--- src/rtl/s641_bist_driver.sv ---
// BIST driver for the s641 netlist: a 35-bit LFSR feeds the netlist inputs and a 24-bit MISR
// compacts its outputs, sequenced by an IDLE/WARM/RUN/DONE controller.
module s641_bist_driver #(
  parameter int unsigned N_PAT  = 1000,
  parameter int unsigned WARMUP = 19,
  parameter logic [34:0] SEED   = 35'h0_0000_0001,
  parameter logic [23:0] GOLDEN = 24'h000000
) (
  input  logic        CK,
  input  logic        RST,
  input  logic        START,
  input  logic [23:0] DUT_PO,
  output logic [34:0] DUT_PI,
  output logic        BUSY,
  output logic        DONE,
  output logic        PASS,
  output logic [23:0] SIG
);

  typedef enum logic [1:0] {S_IDLE, S_WARM, S_RUN, S_DONE} state_t;

  localparam logic [15:0] WARM_LAST = 16'(WARMUP - 1);
  localparam logic [15:0] RUN_LAST  = 16'(N_PAT - 1);

  state_t      state, nxt;
  logic [34:0] lfsr, lfsr_d, lfsr_step;
  logic [23:0] misr, misr_d, misr_step;
  logic [15:0] cnt, cnt_d;
  logic        pass_q, pass_d;

  // x^35+x^33+1 for stimulus, x^24+x^23+x^22+x^17+1 style feedback for compaction
  assign lfsr_step = {lfsr[33:0], lfsr[34] ^ lfsr[32]};
  assign misr_step = {misr[22:0], misr[23] ^ misr[22] ^ misr[21] ^ misr[16]} ^ DUT_PO;

  always_ff @(posedge CK) begin
    if (RST) state <= S_IDLE;
    else     state <= nxt;
  end

  always_comb begin
    nxt = state;
    case (state)
      S_IDLE, S_DONE: if (START) nxt = (WARMUP == 0) ? S_RUN : S_WARM;
      S_WARM:         if (cnt == WARM_LAST) nxt = S_RUN;
      S_RUN:          if (cnt == RUN_LAST) nxt = S_DONE;
      default:        nxt = S_IDLE;
    endcase
  end

  // PASS is evaluated on the value the MISR is about to take, so it rises together with DONE
  always_comb begin
    lfsr_d = lfsr;
    misr_d = misr;
    cnt_d  = cnt;
    case (state)
      S_IDLE, S_DONE: begin
        if (START) begin
          lfsr_d = SEED;
          misr_d = '0;
          cnt_d  = '0;
        end
      end
      S_WARM: begin
        lfsr_d = lfsr_step;
        cnt_d  = (cnt == WARM_LAST) ? 16'd0 : cnt + 16'd1;
      end
      S_RUN: begin
        lfsr_d = lfsr_step;
        misr_d = misr_step;
        cnt_d  = cnt + 16'd1;
      end
      default: ;
    endcase
    pass_d = (nxt == S_DONE) && (misr_d == GOLDEN);
  end

  always_ff @(posedge CK) begin
    if (RST) begin
      lfsr   <= SEED;
      misr   <= '0;
      cnt    <= '0;
      pass_q <= 1'b0;
    end else begin
      lfsr   <= lfsr_d;
      misr   <= misr_d;
      cnt    <= cnt_d;
      pass_q <= pass_d;
    end
  end

  always_comb begin
    BUSY   = (state == S_WARM) || (state == S_RUN);
    DONE   = (state == S_DONE);
    PASS   = pass_q;
    SIG    = misr;
    DUT_PI = lfsr;
  end

endmodule
--- config.mk ---
export PLATFORM = sky130hd
export DESIGN_NAME = s641_bist_driver
export DESIGN_NICKNAME = d
export VERILOG_FILES = /design/src/rtl/s641_bist_driver.sv
export SDC_FILE = /design/constraint.sdc
export NUM_CORES = 1
export LEC_CHECK = 0
export CORE_UTILIZATION = 50
export DETAILED_ROUTE_END_ITERATION = 10
export GPL_TIMING_DRIVEN = 0
export HOLD_SLACK_MARGIN = 0.1
export MAX_ROUTING_LAYER = met4
export PLACE_DENSITY = 0.9
export SYNTH_ARGS = -nofsm -noshare
export SYNTH_HDL_FRONTEND = slang
export SYNTH_SLANG_ARGS = --single-unit
export TNS_END_PERCENT = 5
--- constraint.sdc ---
create_clock -name CK -period 5.1 [get_ports CK]
set_input_delay 0.765 -clock CK [delete_from_list [all_inputs] [get_ports CK]]
set_output_delay 0.765 -clock CK [all_outputs]
set_load 0.01 [all_outputs]
After elaboration in Yosys (flattened, before gate mapping)
Cells that the tools add are included.
- input bits: 27
- register bits after elaboration: 78
- equality and inequality tests: 7
- add/sub/neg operators: 1
- bitwise operators: 5
- mux-type cells: 11
- reductions and logical operators: 6
- operators by type and width (operator ; count):
    $pmux W35 S2 ; 1
    $pmux W16 S3 ; 1
    $pmux W24 S2 ; 1
    $mux W35 ; 1
    $mux W16 ; 2
    $logic_not A24 Y1 ; 1
    $mux W24 ; 1
    $xor A24 B24 Y24 ; 1
    $add A16 B1 Y16 const B ; 1
    $eq A16 B10 Y1 const B ; 1
    $eq A16 B5 Y1 const B ; 1
    $eq A2 B2 Y1 const B ; 3
    $mux W2 ; 3
    $pmux W2 S3 ; 1
    $reduce_or A2 Y1 ; 2
    $xor A1 B1 Y1 ; 4
    $eq A2 B1 Y1 const B ; 1
    $logic_not A2 Y1 ; 1
    $ne A2 B2 Y1 const B ; 1
    $logic_and A1 B1 Y1 ; 1
    $logic_or A1 B1 Y1 ; 1

Longest topological paths before layout
- depth in word-level cells: 7
- depth in mapped cells: 9
- gate-level depth less buffers: 8

Worst setup path after synthesis
OpenSTA, ideal clock, no wires.
- path type: register -> output
- from: reg state[0]
- to: out BUSY
- path slack: 2804 ps
- stages on the path, launching flop included: 7
- buffers on the path: 3
- arrival: 1531 ps
- data required time: 4335 ps
- cell sequence: dfxtp_1 inv_1 ha_1 clkbuf_1 inv_1 clkbuf_1 clkbuf_1
- longest elaborated chain between the ends: 2
- elaborated cells on any way between the ends: 3
- ends and longest elaborated chain (what ; line ; source):
    from (decl) ; 25 ; state_t state, nxt;
    from (signal assigned) ; 37 ; else state <= nxt;
    $eq A2 B1 Y1 or $eq A2 B2 Y1 (tied branches) ; 92 ; BUSY = (state == S_WARM) || (state == S_RUN);
    $logic_or A1 B1 Y1 * ; 92 ;
    to (decl) ; 14 ; output logic BUSY,
Every way passes the cells marked *; elsewhere a longest branch is shown, timed or not.

Final worst setup path
Same ends and word-level chain as after synthesis.

==> reports/qor.yml <==
setup_violations: 0
cts_sinks: 78
drtIter0Drc: 244
die_y_um: 88.23
setup.worst_path.end_class: "output pin"
grt_max_degree: 14
rsz0062_at_grt: "no"
slowest_stage: "clkdlybuf4s50_1"
synth_seq_cells: 78
cts_resized: 0
die_area_sq_mm: 0.007784
dp_hpwl_mm: 7.056
grt_pass1_vias: 3299
grt_pass1_wl_mm: 15.46
cts_hold_buffers: 0
tightest_slew_ns: 0.6154
start_util: 0.5153
synth_area_leaders: "dfxtp_1, nand3b_1, a21oi_1"
worstPathRequired_ns: 4.34
die_x_um: 88.23
drv_cap: 0
portBuffers: 88
clk_latency_ns: 0.35
p_per_area_mw_per_mm2: 248.0
worstPathCellList: "inv_1, ha_1, clkbuf_1, inv_1, clkbuf_1, clkbuf_1, clkdlybuf4s50_1"
drt_drc_violations_left: 0
stdcell_area_sq_mm: 0.004926
num_vias: 3603
finalClockSkew_ns: 0.01250
routed_via_density: 5.630
rows: 31
synth_edf_count: 0
final_nets: 569
ys_seq_area_frac: 0.4201
critical_path.top_delay_family: "buffers and inverters"
crit_top_cell: "clkbuf_1"
startpoint_type: "flop"
postRouteAntennaNets: 0
min_to: "DUT_PI[9]"
drive_above_1_share: 0.05730
vdd_drop_max_v: 0.0001457
cts_setup_buffers: 0
synth_area_leader_cell: "dfxtp_1"
antenna_found_initial: 0
syn_nets: 470
r2r-end: "SIG[6]"
synth_area_per_cell_sq_um: 8.487
worst_ep_arrival_time_ns: 2.80
report.final.slew_viol_count: 0
fill_cells: 582
worstPathMaxFanout: 10
num_antenna_cells: 0
fmax_mhz: 280.4
p_leak_nw: 1.675
ys_types: 49
coreArea_sq_mm: 0.007214
yosysWarnings: 0
netlist_area_sq_mm: 0.003717
min_period_over_period: 0.6992
r2r_cells: 8
place_congestion: 0.9289
slowest_delay_ns: 0.62
postSynth.asyncResetShare: 0
hp-class: "reg -> reg"
cts_max_path_buffers: 2
htreeDepth: 3
clk_pin_slew_worst_paths_ns: 0.08
drtPass1Iterations: 4
cts-root-buf: "clkbuf_8"
grt-ovfl-total: 0
cts_buffers: 9
hold_start: "DUT_PI[8]"
top_level_ports: 89
period_needed_ns: 3.566
reg2reg_slack_ns: 2.78
hold_depth: 2
r2r_start: "state[0]"
tns_ns: 0
finalHoldViolCount: 0
status: "completed"
yosys.area.top_type_share: 0.4201
grt_usage: 0.2633
ys_dominant_reg_cell: "dfxtp_1"
cts_tree: "built"
totalWireLength_mm: 9.693
area_delta_synth_final_pct: 32.51
post_drt_wl_per_cell_um: 15.15
slew_headroom: 0.5897
path_class: "reg -> out"
postPlaceCellArea_sq_mm: 0.004722
crit_buf_inv: 6
synthCells: 438
[worst min-delay path, cell delays in order, from the launching register on]
cell     delay (ns)
dfxtp_1        0.33
nand2_1        0.06
a21oi_1        0.05
[per-stage QoR]
stage	setup WS, ns	instances	total power, mW	hold slack, ns	utilization
floorplan	2.804	438	0.7018	0.4391	-
CTS	1.540	640	1.227	0.4692	0.6828
global placement	1.944	625	0.7506	0.4507	0.6545
finish	1.534	640	1.222	0.4741	0.6828
detailed placement	1.927	625	0.7529	0.4583	0.6545
global route	1.291	640	1.264	0.4887	0.6828
[how the worst max path moves through the flow]
stage                         from   end  cells after the start
after floorplan           state[0]  BUSY                      6
after global placement    state[0]  BUSY                      7
after detailed placement  state[0]  BUSY                      7
after CTS                 state[0]  BUSY                      7
after global routing      state[0]  BUSY                      7
final                     state[0]  BUSY                      7
[placed cells by master (no fill, tap or decap), types with 2 or more instances in the layout]
cell type,synthesis,layout
dfxtp_1,78,78
a31oi_1,4,4
clkbuf_8,0,11
buf_1,5,5
ha_1,5,5
o31ai_1,5,5
inv_6,0,2
nor3_1,10,10
nand3_1,6,6
and3_1,2,2
nor2_1,30,30
xor2_1,22,22
nor2b_1,13,13
o21ai_0,18,18
and2b_1,2,2
nor4_1,4,4
nor2_2,2,2
a221oi_1,2,2
clkbuf_1,21,21
o21ai_1,12,12
xnor2_1,2,2
a22oi_1,18,18
a21oi_1,47,47
nand2_1,52,52
a21o_1,3,3
nand3b_1,35,35
inv_1,10,10
nand4_1,6,6
clkdlybuf4s50_1,0,88
a211oi_2,2,2
[cell type report]
class | count | area, sq um | share of cell area
plain buffers | 27 | 105.1 | 0.02134
clock buffers | 11 | 151.4 | 0.03073
clock inverters | 4 | 52.55 | 0.01067
inverters | 10 | 37.54 | 0.007620
multi-input cells | 323 | 2013 | 0.4087
flip-flops and latches | 78 | 1562 | 0.3170
well taps | 99 | 123.9 | 0.02515
repair buffers | 88 | 880.8 | 0.1788
[cells by family (layout without fill, tap and decap cells)]
| group | count (synthesis) | after routing | synth area share |
|---|---|---|---|
| compound gates | 118 | 118 | 0.1962 |
| xor+xnor | 25 | 25 | 0.06260 |
| fa+ha+maj | 5 | 5 | 0.01683 |
| buf+inv | 37 | 140 | 0.03837 |
| flops | 78 | 78 | 0.4201 |
| simple gates | 175 | 175 | 0.2659 |
[cells in the mapped netlist (5+ instances only)]
master / count
nor3_1: 10
o21ai_0: 18
nand3b_1: 35
buf_1: 5
clkbuf_1: 21
nand4_1: 6
nor2_1: 30
nand2_1: 52
o21ai_1: 12
ha_1: 5
inv_1: 10
nor2b_1: 13
a21oi_1: 47
dfxtp_1: 78
nand3_1: 6
o31ai_1: 5
a22oi_1: 18
xor2_1: 22
[sequential cells by signal (all words and copies together) (netlist names)]
name and flops:
DUT_PI 35, PASS 1, cnt 16, SIG 24, state 2
[power by group]
group	internal (mW)	switching [mW]	leakage, nW
combinational	0.0483	0.0786	0.940
clock	0.253	0.227	0.106
sequential	0.611	0.00319	0.629
total	0.913	0.309	1.67
[metal layers]
metal	global-route usage	wire, um	vias to the layer above
met4	0.1085	203	0
met2	0.4182	4693	145
li1	-	-	1753
met1	0.3324	4220	1682
met3	0.04478	575	23
met5	-	0	-
Note: power is estimated with default switching activity, not from simulation.
